--- config.mk ---
export PLATFORM = sky130hd
export DESIGN_NAME = ram_bus_sequencer
export DESIGN_NICKNAME = d
export VERILOG_FILES = /design/src/rtl/ram_bus_sequencer.sv
export SDC_FILE = /design/constraint.sdc
export NUM_CORES = 1
export LEC_CHECK = 0
export ABC_CLOCK_PERIOD_IN_PS = 6550
export CAP_MARGIN = 5
export CORE_ASPECT_RATIO = 0.75
export CORE_MARGIN = 5
export CORE_UTILIZATION = 51
export CTS_CLUSTER_SIZE = 30
export DETAILED_ROUTE_END_ITERATION = 6
export PLACE_DENSITY = 0.85
export SLEW_MARGIN = 20
export SYNTH_ARGS = -nofsm -noshare
export SYNTH_HDL_FRONTEND = slang
export SYNTH_SLANG_ARGS = --single-unit
export TNS_END_PERCENT = 10
--- constraint.sdc ---
create_clock -name clock -period 6.55 [get_ports clock]
set_clock_uncertainty 0.05 [all_clocks]
set_input_delay 1.31 -clock clock [delete_from_list [all_inputs] [get_ports clock]]
set_output_delay 1.31 -clock clock [all_outputs]
set_load 0.03 [all_outputs]
--- src/rtl/ram_bus_sequencer.sv ---
// ram_bus_sequencer
// Bus master for 4002-style data RAM chips. Turns write requests
// (chip, register, character, nibble) into phased SRC + WRM instruction
// cycles on the 8-phase bus and emits NOP cycles when idle. The phase
// counter resets to 0 together with the RAM chips and never stalls, so
// every instruction cycle is exactly 8 clocks.
//
// Optional feature (macro SRC_CACHE_EN): remember the last SRC address and
// skip the SRC cycle when a request targets the same {chip, reg, char}.
//
// Ports:
//   clock, reset         system clock (one bus phase per clock), sync active-high reset
//   req_valid/req_ready  request handshake; accept only at phase 7 of IDLE/WRM
//   req_chip/reg/char    target address; req_data nibble to write
//   sync                 high in phase 7
//   cmd_n                active-low command strobe
//   bus_data, bus_oe     data bus value and drive enable
//   phase                current phase 0..7
//   busy                 an SRC or WRM cycle is in progress
//
// All outputs are registers loaded from the next phase/state/fields, so no
// output depends combinationally on req_*.

module ram_bus_sequencer #(
  parameter logic [7:0] NOP_OPCODE = 8'h00,
  parameter logic [7:0] SRC_OPCODE = 8'h21,
  parameter logic [7:0] WRM_OPCODE = 8'hE0
) (
  input  logic       clock,
  input  logic       reset,
  input  logic       req_valid,
  output logic       req_ready,
  input  logic       req_chip,
  input  logic [1:0] req_reg,
  input  logic [3:0] req_char,
  input  logic [3:0] req_data,
  output logic       sync,
  output logic       cmd_n,
  output logic [3:0] bus_data,
  output logic       bus_oe,
  output logic [2:0] phase,
  output logic       busy
);

  typedef enum logic [1:0] {
    IDLE    = 2'd0,
    SRC_CYC = 2'd1,
    WRM_CYC = 2'd2
  } state_t;

  state_t     state_r, state_nx_s;
  logic [2:0] phase_r, phase_nx_s;
  logic       chip_r, chip_nx_s;
  logic [1:0] reg_r, reg_nx_s;
  logic [3:0] char_r, char_nx_s;
  logic [3:0] data_r, data_nx_s;

  logic       accept_s;
  logic       need_src_s;
  logic [7:0] opcode_s;
  logic [3:0] drv_data_s;
  logic       drv_oe_s;
  logic       drv_cmd_n_s;

  logic       sync_r, cmd_n_r, bus_oe_r, req_ready_r, busy_r;
  logic [3:0] bus_data_r;

  // req_ready_r is already qualified by phase 7 and state, so this is the handshake.
  assign accept_s = req_valid && req_ready_r;

`ifdef SRC_CACHE_EN
  logic [6:0] last_src_r;
  logic       src_valid_r;

  // Cache the address of the most recent SRC; set at the end of each SRC cycle.
  always_ff @(posedge clock) begin
    if (reset) begin
      last_src_r  <= 7'd0;
      src_valid_r <= 1'b0;
    end else if ((phase_r == 3'd7) && (state_r == SRC_CYC)) begin
      last_src_r  <= {chip_r, reg_r, char_r};
      src_valid_r <= 1'b1;
    end else begin
      last_src_r  <= last_src_r;
      src_valid_r <= src_valid_r;
    end
  end

  assign need_src_s = !src_valid_r || ({req_chip, req_reg, req_char} != last_src_r);
`else
  assign need_src_s = 1'b1;
`endif

  // Next phase, next state and request latching; state only moves at the phase-7 edge.
  always_comb begin
    phase_nx_s = phase_r + 3'd1;
    state_nx_s = state_r;
    chip_nx_s  = chip_r;
    reg_nx_s   = reg_r;
    char_nx_s  = char_r;
    data_nx_s  = data_r;
    if (phase_r == 3'd7) begin
      if (accept_s) begin
        chip_nx_s  = req_chip;
        reg_nx_s   = req_reg;
        char_nx_s  = req_char;
        data_nx_s  = req_data;
        state_nx_s = need_src_s ? SRC_CYC : WRM_CYC;
      end else begin
        case (state_r)
          SRC_CYC: state_nx_s = WRM_CYC;
          WRM_CYC: state_nx_s = IDLE;
          IDLE:    state_nx_s = IDLE;
          default: state_nx_s = IDLE;
        endcase
      end
    end else begin
      state_nx_s = state_r;
    end
  end

  // Bus drive for the phase/state that will be current after this edge.
  always_comb begin
    case (state_nx_s)
      SRC_CYC: opcode_s = SRC_OPCODE;
      WRM_CYC: opcode_s = WRM_OPCODE;
      default: opcode_s = NOP_OPCODE;
    endcase
    drv_data_s  = 4'h0;
    drv_oe_s    = 1'b1;
    drv_cmd_n_s = 1'b1;
    case (phase_nx_s)
      3'd3: drv_data_s = opcode_s[7:4];
      3'd4: begin
        drv_data_s = opcode_s[3:0];
        if (state_nx_s == WRM_CYC) begin
          drv_cmd_n_s = 1'b0;
        end else begin
          drv_cmd_n_s = 1'b1;
        end
      end
      3'd5: drv_oe_s = 1'b0;
      3'd6: begin
        case (state_nx_s)
          SRC_CYC: begin
            drv_cmd_n_s = 1'b0;
            drv_data_s  = {1'b0, chip_nx_s, reg_nx_s};
          end
          WRM_CYC: drv_data_s = data_nx_s;
          default: drv_oe_s = 1'b0;
        endcase
      end
      3'd7: begin
        case (state_nx_s)
          SRC_CYC: drv_data_s = char_nx_s;
          default: drv_oe_s = 1'b0;
        endcase
      end
      default: drv_data_s = 4'h0;
    endcase
  end

  // State, phase, latched request fields and registered bus outputs.
  always_ff @(posedge clock) begin
    if (reset) begin
      state_r     <= IDLE;
      phase_r     <= 3'd0;
      chip_r      <= 1'b0;
      reg_r       <= 2'd0;
      char_r      <= 4'd0;
      data_r      <= 4'd0;
      sync_r      <= 1'b0;
      cmd_n_r     <= 1'b1;
      bus_data_r  <= 4'h0;
      bus_oe_r    <= 1'b1;
      req_ready_r <= 1'b0;
      busy_r      <= 1'b0;
    end else begin
      state_r     <= state_nx_s;
      phase_r     <= phase_nx_s;
      chip_r      <= chip_nx_s;
      reg_r       <= reg_nx_s;
      char_r      <= char_nx_s;
      data_r      <= data_nx_s;
      sync_r      <= (phase_nx_s == 3'd7);
      cmd_n_r     <= drv_cmd_n_s;
      bus_data_r  <= drv_data_s;
      bus_oe_r    <= drv_oe_s;
      req_ready_r <= (phase_nx_s == 3'd7) &&
                     ((state_nx_s == IDLE) || (state_nx_s == WRM_CYC));
      busy_r      <= (state_nx_s != IDLE);
    end
  end

  assign sync      = sync_r;
  assign cmd_n     = cmd_n_r;
  assign bus_data  = bus_data_r;
  assign bus_oe    = bus_oe_r;
  assign req_ready = req_ready_r;
  assign phase     = phase_r;
  assign busy      = busy_r;

endmodule

# [Word level (Yosys, flattened, before mapping)]
# Cells that the tools add are included.
[classes] addsub=1 eq_ne=9 muxes=21 n_reduce_logical=6
[op_table] op="$mux W4" count=5
[op_table] op="$pmux W4 S4" count=1
[op_table] op="$pmux W8 S2" count=1
[op_table] op="$eq A3 B3 Y1 const B" count=5
[op_table] op="$mux W2" count=5
[op_table] op="$pmux W4 S2" count=1
[op_table] op="$mux W1" count=6
[op_table] op="$eq A2 B1 Y1 const B" count=2
[op_table] op="$add A3 B1 Y3 const B" count=1
[op_table] op="$eq A3 B2 Y1 const B" count=1
[op_table] op="$pmux W1 S3" count=1
[op_table] op="$eq A2 B2 Y1 const B" count=1
[op_table] op="$logic_and A1 B1 Y1" count=2
[op_table] op="$logic_not A2 Y1" count=1
[op_table] op="$pmux W1 S2" count=1
[op_table] op="$reduce_bool A2 Y1" count=1
[op_table] op="$reduce_or A2 Y1" count=1
[op_table] op="$logic_or A1 B1 Y1" count=1
[word_totals] ff_bits=25 out_inout_bits=12 word_cells=49

# [Depth between registers and ports, before layout]
# Gate-level depths: netlist of run 1.
[logic_depth] ltp_word=8 depth_mapped=11

# [Worst setup path before layout of run 1]
# Ideal clock, no wire load.
[synth_timing] path_type="input to register" start="input port req_valid" end="register bus_oe_r, in the netlist bus_oe" t_arrival_ns=2.714 t_required_ns=6.366 setup_slack_ns=3.652 cell_stages=7 path_buffers=1 path_cell_list="nand3_4 > buf_6 > a21boi_2 > inv_1 > ha_1 > and3_1 > or4b_1"
[synth_between] elab_chain_cells=7
[synth_lines] item="start: declaration" line="31" rtl="input logic req_valid,"
[synth_lines] item="$logic_and A1 B1 Y1 *" line="69" rtl="assign accept_s = req_valid && req_ready_r;"
[synth_lines] item="$mux W2 *" line="103" rtl="if (accept_s) begin"
[synth_lines] item="$mux W2 *" line="102" rtl="if (phase_r == 3'd7) begin"
[synth_lines] item="via state_nx_s[0]" line="51" rtl="state_t state_r, state_nx_s;"
[synth_lines] item="$eq A2 B2 Y1 or $eq A2 B1 Y1 (tied branches)" line="144, 154"
[synth_lines] item="$reduce_or A2 Y1 (no line)"
[synth_lines] item="$mux W1" line="144" rtl="case (state_nx_s)"
[synth_lines] item="$pmux W1 S3 *" line="132" rtl="case (phase_nx_s)"
[synth_lines] item="end signal: assignment" line="188" rtl="bus_oe_r <= drv_oe_s;"
[synth_lines] item="end: declaration" line="65" rtl="logic sync_r, cmd_n_r, bus_oe_r, req_ready_r, busy_r;"
# The timed path passes the listed nets; every way through them passes the cells marked *.
# A chain may end at the register's enable or synchronous reset.

# [Final worst setup path of run 1]
# Ends and elaborated chain as after synthesis.

==> Implementation_results.wiki, run 1 <==
{| class="wikitable"
! Metric !! Value
|-
| Total chip power || about 0.00025 W
|-
| Run status || completed
|-
| Global routing usage summed across all routing layers || roughly 14%
|-
| Average instance area after synthesis || ~11 um2
|-
| Met3 Wirelength || roughly 110 um
|-
| Number of levels the H-tree was split into || 1
|-
| Gp weighted congestion || ~0.8
|-
| I/O pins || 26
|-
| Number of global-route vias before repair || 799
|-
| Area enclosed by the die boundary || around 0.0032 mm2
|-
| Count of distinct cell types in the synthesized netlist || 31
|-
| R2R depth || 8
|-
| Routed Antenna Nets || 0
|-
| Number of gates resized after cts || 0
|-
| First-pass GRT wire length || about 3600 um
|-
| Initial DRC count || 34
|-
| Worst-path clk slew || between 0.1 and 0.15 ns
|-
| FF-to-FF End || bus_data[0]
|-
| Port-buffer cells || 25
|-
| Crit path time final || between 3 and 4 ns
|-
| Final setup violation count || 0
|-
| RSZ-0062 raised after global routing || false
|-
| Sort of element at the end of the critical path || flop
|-
| Finished Layout Cells || 154
|-
| Startpoint of the worst-slack reg-to-reg timing path || phase[0]
|-
| Min-Delay Startpoint || data_r[0]
|-
| Critical path arrival || 3.30 ns
|-
| Number of buffers inserted for hold repair after clock tree synthesis || 0
|-
| Cell area after synthesis || ~0.0011 mm2
|-
| Final routed wire length divided by cell count || around 13 um
|-
| Start point of the critical path || req_valid
|-
| Initial core utilization || 54.1%
|-
| Detailed-routed wire length on met2 || approximately 950 um
|-
| Clock tree from TritonCTS || done
|-
| Post CTS Setup Buffer Count || 0
|-
| Syn-to-layout area delta || 26.0%
|-
| Yosys Warn Count || 0
|-
| Max-cap violations || 0
|-
| Half-perimeter wire length after placement || between 1500 and 2000 um
|-
| Count of mapped cells out of synthesis || 104
|-
| Routed length on met1 || 957 um
|-
| Lkg Pwr || 0.625 nW
|-
| Insertion delay of the later-clocked pin in the worst-skew pair || 0.32 ns
|-
| Pins Over Slew Limit || 0
|-
| Antenna violations before repair || 0
|-
| Site Rows || 14
|-
| Achievable clock frequency || roughly 0.32 GHz
|-
| Synth Net Count || approximately 130
|-
| Flops & latches, synth || 25
|-
| Maximum net fanout on the critical path || 13
|-
| Cell area after layout || around 0.0014 mm2
|-
| Count of unresolved DRC violations after routing || 0
|-
| HP Class || flop to flop
|-
| Relative slew slack || 56.8%
|-
| Die W || roughly 64 um
|-
| Cell area after placement || 0.00136 mm2
|-
| Commonest cells after routing, fill and taps aside || 25 x sky130_fd_sc_hd__dfxtp_1, 25 x sky130_fd_sc_hd__clkdlybuf4s50_1, 14 x sky130_fd_sc_hd__nor2_1, 11 x sky130_fd_sc_hd__mux2i_1, 10 x sky130_fd_sc_hd__ha_1
|-
| Worst IR drop on VDD || 0.000186 V
|-
| Clock sink count || 25
|-
| Ratio of cells with drive above 1 in the final layout || under 10%
|-
| Timing endpoint of the critical path || bus_oe
|-
| Delay of the slowest cell on the worst path || roughly 0.49 ns
|-
| Setup Total Neg Slack || 0 ns
|-
| Wirelength, routed || approximately 2000 um
|-
| Crit path kind || input port to flop
|-
| Slowest stage cell, crit path || sky130_fd_sc_hd__or4b_1
|-
| R2r setup slk || just under 4 ns
|-
| Number of failing hold endpoints at the final stage || 0
|-
| Area of the core || roughly 0.0020 mm2
|-
| Final net count || about 160
|-
| Highest signal layer in the routed design || met4
|-
| Largest net degree at the start of global routing || 19
|-
| Inserted Clock Buffers || 3
|-
| Share of the yosys chip area belonging to registers || roughly 46%
|-
| GRT overflow || 0
|-
| Via density || 5.22
|-
| Clock tree buffer depth || 2
|-
| Worst-Margin Slew || about 0.65 ns
|-
| Vias || about 800
|-
| Total placed cells including tap cells || 150
|-
| Floorplan die height || 50.2 um
|-
| Ordered cell list for the critical path || clkdlybuf4s50_1, nand3_4, a21boi_2, inv_1, ha_1, and3_1, or4b_1
|-
| Number of inserted diodes || 0
|-
| Crit path launch type || input port
|-
| Utilization after layout || 68.1%
|-
| Clock root buffer || sky130_fd_sc_hd__clkbuf_4
|-
| Critical path required time || 6.72 ns
|-
| Final cycle utilization of the critical path || between 40% and 50%
|-
| Power per Cell Area || 183 mW/mm2
|-
| First-pass detailed-route iteration total || 2
|}
-- flip-flops by register name, indices dropped and copies added (netlist names) --
name,flops
chip_r,1
data_r,4
char_r,4
cmd_n,1
reg_r,2
sync,1
req_ready,1
bus_data,4
phase,3
busy,1
state_r,2
bus_oe,1
-- stage by stage --
step / hold WS, ns / worst slack [ns]
global placement: 0.430 / 3.14
detailed placement: 0.435 / 3.07
global route: 0.488 / 3.27
CTS: 0.467 / 3.43
finish: 0.460 / 3.42
floorplan: 0.402 / 3.65
-- synthesized netlist by cell type (all sizes together) --
library cell  count  area (um2)
nor2             14        52.6
ha               10         125
and3              1        6.26
nor2b             4        25.0
o211a             1        10.0
nand3b            1        7.51
and2b             1        8.76
dfxtp            25         500
o2111ai           1        8.76
or4b              1        10.0
nand3             3        27.5
clkbuf            1        3.75
o22ai             1        6.26
nor3b             1        7.51
inv               8        30.0
nand4             1        6.26
mux2i            11         110
buf               2        18.8
a21boi            1        11.3
o21a              1        7.51
a32oi             2        17.5
nor3              1        5.00
and2              2        12.5
o221ai            3        26.3
mux2              2        26.3
nand2             3        11.3
nand2b            1        6.26
o32a              1        10.0
-- critical path, delay by kind of cell --
kind | cells | cell delay (ns)
and+or+nand+nor | 3 | 0.88
AOI/OAI and AO/OA | 1 | 0.33
buffers and inverters | 2 | 0.52
adders and majority gates | 1 | 0.25
-- metal layers --
metal | track usage, % | up-vias
met5 | 0 | -
li1 | - | 410
met1 | 17.2 | 373
met4 | 4.15 | 0
met3 | 5.13 | 4
met2 | 23.0 | 17
-- cell type report --
class,instances,area (um2)
fillers,172,648
multi-input cells,68,546
flip-flops and latches,25,500
repair buffers,25,250
inverters,8,30.0
well taps,24,30.0
clock buffers,3,22.5
clock inverters,1,5.00
-- where the power goes --
group / switching, W / internal [W] / total [W] / leakage (nW)
Clock: 0.0000451 / 0.0000229 / 0.0000680 / 0.0177
Combinational: 0.0000141 / 0.0000147 / 0.0000288 / 0.405
Sequential: 0.00000276 / 0.000154 / 0.000157 / 0.202
-- cells by family after synthesis --
| kind of cell | Yosys count | share of synthesized area [%] |
|---|---|---|
| AO/OA/AOI/OAI | 11 | 8.89 |
| adder cells (fa/ha/maj) | 10 | 11.4 |
| buffers and inverters | 11 | 4.78 |
| flip-flops | 25 | 45.6 |
| multiplexers | 13 | 12.4 |
| AND/OR/NAND/NOR | 34 | 17.0 |
-- how the worst min path moves through the flow --
stage / end / slack (ns) / cells after the start
CTS: data_r[0] / 0.47 / 2
detailed placement: data_r[0] / 0.43 / 2
finish: data_r[0] / 0.46 / 2
global route: data_r[0] / 0.49 / 2
floorplan: reg_r[1] / 0.40 / 2
global placement: data_r[3] / 0.43 / 2
Power figures use the tool's default switching activity.
==> run 2: changes to the inputs <==
--- a/config.mk
+++ b/config.mk
@@ -5,14 +5,14 @@
 export SDC_FILE = /design/constraint.sdc
 export NUM_CORES = 1
 export LEC_CHECK = 0
-export ABC_CLOCK_PERIOD_IN_PS = 6550
+export ABC_CLOCK_PERIOD_IN_PS = 2650
 export CAP_MARGIN = 5
 export CORE_ASPECT_RATIO = 0.75
 export CORE_MARGIN = 5
-export CORE_UTILIZATION = 51
+export CORE_UTILIZATION = 43
 export CTS_CLUSTER_SIZE = 30
 export DETAILED_ROUTE_END_ITERATION = 6
-export PLACE_DENSITY = 0.85
+export PLACE_DENSITY = 0.76
 export SLEW_MARGIN = 20
 export SYNTH_ARGS = -nofsm -noshare
 export SYNTH_HDL_FRONTEND = slang
==> constraint.sdc (replaced) <==
create_clock -name clock -period 2.65 [get_ports clock]
set_clock_uncertainty 0.05 [all_clocks]
set_input_delay 0.53 -clock clock [delete_from_list [all_inputs] [get_ports clock]]
set_output_delay 0.53 -clock clock [all_outputs]
set_load 0.03 [all_outputs]
==> Implementation_results.wiki, run 2 (same netlist as run 1, synthesis figures left out) <==
{| class="wikitable"
! Metric !! Value
|-
| Initial core utilization || approximately 46%
|-
| Gate power share || between 10% and 20%
|-
| Count of unresolved DRC violations after routing || 0
|-
| Number of gates resized after cts || 0
|-
| Number of levels the H-tree was split into || 1
|-
| Worst IR drop on VDD || about 0.00032 V
|-
| First-pass GRT wire length || around 3600 um
|-
| Vias || 829
|-
| Ratio of cells with drive above 1 in the final layout || roughly 10%
|-
| Clock tree buffer depth || 2
|-
| Utilization after layout || 60.6%
|-
| Ordered cell list for the critical path || ha_1, ha_1, inv_1, a21boi_2, inv_1, ha_1, and3_1, or4b_1
|-
| Inserted Clock Buffers || 3
|-
| Most frequent cell on the critical path || sky130_fd_sc_hd__ha_1
|-
| Slowest stage cell, crit path || sky130_fd_sc_hd__or4b_1
|-
| Port-buffer cells || 25
|-
| Wirelength, routed || roughly 2200 um
|-
| Sort of element at the end of the critical path || flop
|-
| Critical path arrival || between 2 and 3 ns
|-
| Number of global-route vias before repair || 800
|-
| Gp weighted congestion || ~0.9
|-
| Run status || completed
|-
| I/O pins || 26
|-
| Pins Over Slew Limit || 0
|-
| Area of the core || about 0.0024 mm2
|-
| Largest net degree at the start of global routing || 15
|-
| Clock sink count || 25
|-
| Final setup violation count || 0
|-
| Critical path required time || 2.80 ns
|-
| Post CTS Setup Buffer Count || 0
|-
| Global routing usage summed across all routing layers || between 10% and 20%
|-
| Final cycle utilization of the critical path || between 90% and 100%
|-
| Net Sw Power || around 0.00015 W
|-
| Commonest cells after routing, fill and taps aside || 25 x sky130_fd_sc_hd__dfxtp_1, 25 x sky130_fd_sc_hd__clkdlybuf4s50_1, 14 x sky130_fd_sc_hd__nor2_1, 11 x sky130_fd_sc_hd__mux2i_1, 10 x sky130_fd_sc_hd__ha_1
|-
| Number of inserted diodes || 0
|-
| Insertion delay of the later-clocked pin in the worst-skew pair || 0.31 ns
|-
| Crit path time final || around 2.4 ns
|-
| Site Rows || 15
|-
| Sequential fraction of design power || about 61%
|-
| Half-perimeter wire length after placement || 1810 um
|-
| Crit path launch type || flop
|-
| Setup Total Neg Slack || 0 ns
|-
| Routed Antenna Nets || 0
|-
| GRT overflow || 0
|-
| Number of failing hold endpoints at the final stage || 0
|-
| Area enclosed by the die boundary || roughly 0.0037 mm2
|-
| Clock root buffer || sky130_fd_sc_hd__clkbuf_4
|-
| RSZ-0062 raised after global routing || false
|-
| Via density || 4.91
|-
| Number of buffers inserted for hold repair after clock tree synthesis || 0
|-
| Worst-path clk slew || between 0.1 and 0.15 ns
|-
| Die W || just under 70 um
|-
| Delay of the slowest cell on the worst path || between 0.5 and 0.6 ns
|-
| Floorplan die height || approximately 54 um
|-
| Relative slew slack || ~76%
|-
| R2r setup slk || a little over 0.2 ns
|-
| Cell area after layout || between 0.001 and 0.0015 mm2
|-
| Initial DRC count || 31
|-
| Syn-to-layout area delta || 30.5%
|-
| Internal power || about 0.00048 W
|-
| Final routed wire length divided by cell count || 13.0 um
|-
| HP Class || flop to flop
|-
| Cell area after placement || 0.00141 mm2
|-
| Final net count || 160
|-
| First-pass detailed-route iteration total || 4
|-
| Maximum net fanout on the critical path || 7
|-
| Power per Cell Area || 439 mW/mm2
|-
| Lkg Pwr || about 0.65 nW
|-
| Achievable clock frequency || between 0.4 and 0.5 GHz
|-
| Crit path kind || flop to flop
|-
| Filler cell count || ~220
|-
| Clock tree from TritonCTS || done
|-
| Max-cap violations || 0
|-
| Family with the most delay on the worst path || adder cells
|-
| Worst-Margin Slew || 0.359 ns
|-
| Number of buffer and inverter stages on the critical path || 2
|-
| Portion of total power attributed to the clock network || roughly a quarter
|-
| Worst hold-check slack || roughly 0.47 ns
|-
| Sw Share || 24.4%
|-
| Antenna violations before repair || 0
|}
run 2: worst min-delay path: stages, from the launching register on:
cell and delay (ns):
sky130_fd_sc_hd__dfxtp_1 0.33, sky130_fd_sc_hd__mux2i_1 0.08, sky130_fd_sc_hd__nor2_1 0.08
run 2: area by class of cell:
cell class	instances	area [um2]	share of cell area, %
Inverter	8	30.0	2.09
Sequential cell	25	500	34.9
Clock buffer	3	22.5	1.57
Timing Repair Buffer	30	288	20.1
Clock inverter	1	5.00	0.349
Multi-Input combinational cell	68	546	38.0
Tap cell	34	42.5	2.97
run 2: through the flow:
stage | instances | power, W | setup slack, ns
after global routing | 169 | 0.000668 | 0.00578
after CTS | 169 | 0.000640 | 0.239
after floorplan | 104 | 0.000431 | 0.0565
after global placement | 165 | 0.000470 | 0.167
final | 169 | 0.000630 | 0.203
after detailed placement | 165 | 0.000471 | 0.118
run 2: final timing paths:
path / startpoint / to / depth (start not counted)
setup / recovery: phase[1] / bus_oe / 8
hold / removal: data_r[3] / data_r[3] / 2
setup reg to reg: phase[1] / bus_oe / 8
hold reg to reg: data_r[3] / data_r[3] / 2
run 2: per-layer routing:
layer / track usage [%] / up-vias / share of wire (%)
met5: 0 / - / 0
met4: 0.990 / 0 / 0
met2: 20.6 / 27 / 42
li1: - / 420 / -
met3: 4.59 / 0 / 5.6
met1: 18.3 / 382 / 53
run 2: power by group through the flow:
stage	Combinational [W]	Clock, W	Sequential, W
floorplan	0.0000257	0	0.000406
global placement	0.0000757	0	0.000394
detailed placement	0.0000764	0	0.000394
CTS	0.0000768	0.000178	0.000386
global route	0.0000834	0.000197	0.000387
finish	0.0000766	0.000168	0.000386
